## config.mk

```make
export PLATFORM = sky130hd
export DESIGN_NAME = core_ctrl
export DESIGN_NICKNAME = d
export VERILOG_FILES = /design/src/rtl/core_ctrl.sv
export SDC_FILE = /design/constraint.sdc
export NUM_CORES = 1
export LEC_CHECK = 0
export ABC_AREA = 1
export BUFFER_PORTS_ARGS = -buffer_cell sky130_fd_sc_hd__buf_4
export CAP_MARGIN = 20
export CORE_MARGIN = 2
export CORE_UTILIZATION = 47
export CTS_CLUSTER_SIZE = 8
export DETAILED_ROUTE_END_ITERATION = 8
export HOLD_SLACK_MARGIN = 0.1
export PLACE_DENSITY = 0.76
export SLEW_MARGIN = 25
export SYNTH_ARGS = -nofsm -noshare
export SYNTH_HDL_FRONTEND = slang
export SYNTH_SLANG_ARGS = --single-unit
```

## constraint.sdc

```tcl
create_clock -name clk -period 1.98 [get_ports clk]
set_clock_uncertainty 0.2 [all_clocks]
set_input_delay 0.396 -clock clk [delete_from_list [all_inputs] [get_ports clk]]
set_output_delay 0.396 -clock clk [all_outputs]
set_load 0.02 [all_outputs]
```

## src/rtl/core_ctrl.sv

```systemverilog
// core_ctrl: multi-cycle fetch/decode/exec/mem/wb sequencer with retired-instruction counter.
// Define CORE_CTRL_TRAP_EN to send illegal opcodes to a one-cycle TRAP state instead of a NOP retire.
module core_ctrl #(
  parameter int INSTRET_WIDTH = 32
) (
  input  logic                     clk,
  input  logic                     rst_n,
  input  logic                     halt,
  input  logic                     imem_ack,
  input  logic                     dmem_ack,
  input  logic [6:0]               opcode,
  input  logic                     wb_reg,
  input  logic                     wb_csr,
  input  logic                     br_cond,
  output logic                     imem_req,
  output logic                     ir_we,
  output logic                     dmem_req,
  output logic                     dmem_we,
  output logic                     alu_we,
  output logic                     rf_we,
  output logic                     csr_we,
  output logic                     pc_we,
  output logic                     br_taken,
  output logic                     trap,
  output logic                     busy,
  output logic [INSTRET_WIDTH-1:0] instret
);
  typedef enum logic [2:0] {IDLE, FETCH, DECODE, EXEC, MEM, WB, TRAP} state_e;
  localparam logic [6:0] OP_LOAD   = 7'b0000011;
  localparam logic [6:0] OP_STORE  = 7'b0100011;
  localparam logic [6:0] OP_BRANCH = 7'b1100011;
  localparam logic [6:0] OP_SYSTEM = 7'b1110011;
  localparam logic [6:0] OP_OP     = 7'b0110011;
  localparam logic [6:0] OP_IMM    = 7'b0010011;
  localparam logic [6:0] OP_LUI    = 7'b0110111;
  localparam logic [6:0] OP_AUIPC  = 7'b0010111;
  localparam logic [6:0] OP_JAL    = 7'b1101111;
  localparam logic [6:0] OP_JALR   = 7'b1100111;
  state_e                   state_q, state_d;
  logic                     br_taken_q, br_taken_d;
  logic [INSTRET_WIDTH-1:0] instret_q, instret_d;
  logic                     is_load, is_store, is_branch, is_mem, legal;
  assign is_load   = opcode == OP_LOAD;
  assign is_store  = opcode == OP_STORE;
  assign is_branch = opcode == OP_BRANCH;
  assign is_mem    = is_load | is_store;
  assign legal     = is_mem | is_branch | (opcode == OP_SYSTEM) | (opcode == OP_OP) |
                     (opcode == OP_IMM) | (opcode == OP_LUI) | (opcode == OP_AUIPC) |
                     (opcode == OP_JAL) | (opcode == OP_JALR);
  always_ff @(posedge clk or negedge rst_n) begin
    if (!rst_n) begin
      state_q    <= IDLE;
      br_taken_q <= 1'b0;
      instret_q  <= '0;
    end else begin
      state_q    <= state_d;
      br_taken_q <= br_taken_d;
      instret_q  <= instret_d;
    end
  end
  always_comb begin
    state_d = state_q;
    case (state_q)
      IDLE:     state_d = halt ? IDLE : FETCH;
      FETCH:    state_d = imem_ack ? DECODE : FETCH;
`ifdef CORE_CTRL_TRAP_EN
      DECODE:   state_d = legal ? EXEC : TRAP;
`else
      DECODE:   state_d = legal ? EXEC : WB;
`endif
      EXEC:     state_d = is_mem ? MEM : WB;
      MEM:      state_d = dmem_ack ? WB : MEM;
      WB, TRAP: state_d = halt ? IDLE : FETCH;
      default:  state_d = IDLE;
    endcase
  end
  // br_taken survives until the next fetch so the PC mux sees it during WB
  always_comb begin
    br_taken_d = (state_d == FETCH) ? 1'b0 :
                 (state_q == EXEC && is_branch) ? br_cond : br_taken_q;
    instret_d  = instret_q + INSTRET_WIDTH'(state_q == WB);
  end
  always_comb begin
    imem_req = state_q == FETCH;
    ir_we    = (state_q == FETCH) & imem_ack;
    dmem_req = state_q == MEM;
    dmem_we  = (state_q == MEM) & is_store;
    alu_we   = state_q == EXEC;
    rf_we    = (state_q == WB) & legal & wb_reg & ~is_store & ~is_branch;
    csr_we   = (state_q == WB) & legal & wb_csr;
    pc_we    = (state_q == WB) | (state_q == TRAP);
    br_taken = br_taken_q;
`ifdef CORE_CTRL_TRAP_EN
    trap     = state_q == TRAP;
`else
    trap     = 1'b0;
`endif
    busy     = state_q != IDLE;
    instret  = instret_q;
  end
endmodule

```

==> impl_metrics.prom <==
# TYPE chip_impl_metric gauge
chip_impl_info{name="critical_path.endpoint_type",value="register"} 1
chip_impl_metric{name="placement.io_buffers",unit=""} 56
chip_impl_metric{name="clkSinkCount",unit=""} 36
chip_impl_info{name="classification_of_the_worst_slack_hold_path",value="input port to register"} 1
chip_impl_metric{name="vdd_ir_drop_max",unit="µV"} 563
chip_impl_metric{name="insertedDiodeCount",unit=""} 0
chip_impl_metric{name="globalplace.congestion",unit=""} 0.914
chip_impl_metric{name="routed_wire_length_per_instance",unit="µm"} 14.0
chip_impl_info{name="crit_path_frequent_cell",value="nand2_1"} 1
chip_impl_metric{name="route.antenna.remaining_nets",unit=""} 0
chip_impl_metric{name="coreArea",unit="µm²"} 4290
chip_impl_metric{name="initial_utilization",unit="%"} 48.0
chip_impl_metric{name="first_drt_iteration_drcs",unit=""} 131
chip_impl_metric{name="yosysWarnings",unit=""} 0
chip_impl_metric{name="clk_path_buf_depth",unit=""} 2
chip_impl_metric{name="dieHeight",unit="µm"} 70.3
chip_impl_metric{name="worst-path-max-fanout",unit=""} 3
chip_impl_metric{name="clk_latency",unit="ps"} 280
chip_impl_metric{name="final_core_utilization",unit="%"} 67.2
chip_impl_info{name="outcome",value="finished, violations left"} 1
chip_impl_metric{name="number_of_global_route_vias_before_repair",unit=""} 1884
chip_impl_metric{name="r2r_cells",unit=""} 14
chip_impl_metric{name="grt_antenna_before_repair",unit=""} 0
chip_impl_metric{name="synthesis.nets",unit=""} 275
chip_impl_metric{name="post-route-drc-count",unit=""} 0
chip_impl_info{name="layout.cells.most_common_list",value="nand2_1, buf_4, dfrtp_1"} 1
chip_impl_metric{name="die_area",unit="µm²"} 4940
chip_impl_metric{name="io-pin-count",unit=""} 58
chip_impl_metric{name="max_cap_viol_count",unit=""} 0
chip_impl_metric{name="netlist_instances",unit=""} 258
chip_impl_metric{name="achievable-frequency",unit="MHz"} 500
chip_impl_metric{name="cp_slowest_stage_delay",unit="ps"} 380
chip_impl_info{name="crit_path_start_kind",value="register"} 1
chip_impl_metric{name="sum_of_routed_wire_length_over_all_layers",unit="µm"} 5460
chip_impl_info{name="critical_path_slowest_stage_cell",value="dfrtp_1"} 1
chip_impl_metric{name="first_pass_iters",unit=""} 4
chip_impl_info{name="tritoncts",value="built"} 1
chip_impl_info{name="timing.hold.worst_endpoint",value="state_q[0]"} 1
chip_impl_metric{name="hold-path-cell-count",unit=""} 3
chip_impl_info{name="violated_checks",value="negative setup slack"} 1
chip_impl_metric{name="maximum_number_of_pins_on_one_net_before_global_route_repair",unit=""} 37
chip_impl_metric{name="synth_cell_type_count",unit=""} 24
chip_impl_metric{name="grt_pass1_wl",unit="µm"} 8710
chip_impl_metric{name="nets",unit=""} 353
chip_impl_metric{name="final_count_of_hold_timing_violations",unit=""} 0
chip_impl_metric{name="part_of_the_yosys_area_used_for_sequential_elements",unit="%"} 43.7
chip_impl_metric{name="via_per_inst",unit=""} 5.13
chip_impl_metric{name="power_density_relative_to_cell_area",unit="nW/µm²"} 767
chip_impl_info{name="grt_setup_unrepaired",value="yes"} 1
chip_impl_metric{name="final_setup_violation_count",unit=""} 2
chip_impl_info{name="clk_root_buffer_cell",value="clkbuf_8"} 1
chip_impl_info{name="critical_path.reg2reg.startpoint",value="state_q[0]"} 1
chip_impl_metric{name="cts_made_buffers",unit=""} 5
chip_impl_metric{name="synth.cell_area",unit="µm²"} 2060
chip_impl_metric{name="final_layout_size_suffix_gt1_share",unit="%"} 34.1
chip_impl_metric{name="power.static_leakage",unit="nW"} 1.43
chip_impl_metric{name="floorplan.rows",unit=""} 24
chip_impl_metric{name="totalPowerFinal",unit="mW"} 2.21
chip_impl_metric{name="layout-area-overhead-vs-synth",unit="%"} 40.0
chip_impl_metric{name="fillers",unit=""} 364
chip_impl_metric{name="globalRoute.totalOverflow",unit=""} 0
chip_impl_metric{name="vias",unit=""} 1997
chip_impl_info{name="hold_path_startpoint",value="dmem_ack"} 1
chip_impl_metric{name="cp.arrival",unit="ps"} 1970
chip_impl_metric{name="hpwl",unit="µm"} 4220
chip_impl_metric{name="finalCritPeriodShare",unit="%"} 101
chip_impl_metric{name="numPlacedInstances",unit=""} 372
chip_impl_info{name="worst_r2r_endpoint",value="instret[22]"} 1
chip_impl_metric{name="setup.reg_to_reg.worst_slack",unit="ps"} -20
chip_impl_info{name="timing.critical_path.cells",value="buf_6, nand3_4, inv_4, ha_4, ha_4, nand3_4, nor2_4, nand2_4, inv_2, nand2_2, nor2_4, nand2_1, nand2_1, nand2_1"} 1
chip_impl_metric{name="ys_seq_elements",unit=""} 36
chip_impl_metric{name="setup_slack",unit="ps"} -20.0
chip_impl_info{name="setup.worst_path.class",value="register to register"} 1
chip_impl_metric{name="clock_tree.htree_level_count",unit=""} 2
chip_impl_metric{name="worst_setup_slack_before_clock_tree_synthesis",unit="ps"} -24.9
chip_impl_info{name="commonest_non_fill_non_tap_cell_in_the_layout",value="nand2_1"} 1
chip_impl_metric{name="dieWidth",unit="µm"} 70.3
chip_impl_metric{name="required",unit="ps"} 1950
chip_impl_metric{name="min_period",unit="ps"} 2000
chip_impl_metric{name="clkSlewWorstSetupHoldPaths",unit="ps"} 70
chip_impl_metric{name="mean_cell_area_of_the_mapped_netlist",unit="µm²"} 8.00
chip_impl_metric{name="grt.total_usage",unit="%"} 22.8
chip_impl_metric{name="finalNonFillerCells",unit=""} 389
chip_impl_metric{name="finalMaxSlewViolations",unit=""} 0
[area by class of cell]
cell class / count / area [µm²] / area share [%]
Multi-Input combinational cell: 189 / 1150 / 39.9
Sequential cell: 36 / 901 / 31.2
Timing Repair Buffer: 72 / 558 / 19.3
Inverter: 32 / 123 / 4.25
Clock buffer: 8 / 90.1 / 3.12
Tap cell: 52 / 65.1 / 2.25
[synth_stat cells, drive strengths merged]
library cell	instances	area, µm²
inv	32	120
nor2	32	155
o21ai	2	10.0
nor3b	2	15.0
xor2	18	158
nand2	76	293
nor4	1	6.26
buf	1	7.51
nand3	20	128
nand4	6	37.5
nand3b	3	22.5
xnor2	7	61.3
nor3	17	110
ha	2	25.0
conb	1	3.75
dfrtp	36	901
a21oi	2	10.0
[flip-flops by register name, summed over array words and instances (netlist names)]
name      flops
br_taken      1
instret      32
state_q       3
[where the power goes]
part | switching, mW | total [mW] | internal [mW]
clock network | 0.247 | 0.530 | 0.284
logic | 0.436 | 0.779 | 0.343
registers | 0.0977 | 0.904 | 0.806
total | 0.781 | 2.21 | 1.43
[worst max-delay path, delay by kind of cell, from the launching register on]
kind / cells / cell delay [ps]
fa+ha+maj: 2 / 290
flops: 1 / 380
buf+inv: 3 / 250
simple gates: 9 / 760
[stage by stage]
stage               hold WS (ps)  setup TNS, ps  instance area [µm²]
floorplan                  -99.6              0                 2100
global placement             176              0                 2630
detailed placement           179          -24.9                 2630
CTS                          185           -129                 2780
global route                 199           -531                 2890
finish                       190          -33.1                 2890
[routing by layer]
| layer | GRT usage (%) | part of all wire, % |
|---|---|---|
| met3 | 4.47 | 4.4 |
| met2 | 38.7 | 51 |
| met4 | 9.62 | 2.3 |
| met5 | 0 | 0 |
| met1 | 28.2 | 43 |
[worst max path at each step]
| stage | start | endpoint | slack, ps | depth (start not counted) |
|---|---|---|---|---|
| 6_report | state_q[0] | instret[22] | -20 | 14 |
| 4_1_cts | state_q[1] | dmem_we | -70 | 5 |
| 5_1_grt | state_q[1] | instret[22] | -110 | 14 |
| 3_5_place_dp | state_q[1] | instret[22] | -20 | 14 |
| 2_1_floorplan | state_q[1] | instret[22] | 30 | 14 |
| 3_3_place_gp | state_q[1] | instret[22] | 80 | 14 |
[kinds of logic (layout without fill, tap and decap cells)]
family	count (synthesis)	count (layout)	share of synthesized area [%]
AOI/OAI and AO/OA	4	4	0.970
xor gates and xnor gates	25	25	10.6
adders and majority gates	2	2	1.21
buffers and inverters	33	112	6.19
DFF	36	36	43.7
other	1	1	0.182
and+or+nand+nor	157	157	37.2
[repair_timing]
action,4_1_cts,5_1_grt
setup endpoints to repair,3,19
setup buffers,3,5
hold endpoints to repair,36,0
pin swaps,4,6
hold buffers,1,0
gates resized for setup,8,19
gates cloned,0,0
Note: power is estimated with default switching activity, not from simulation.
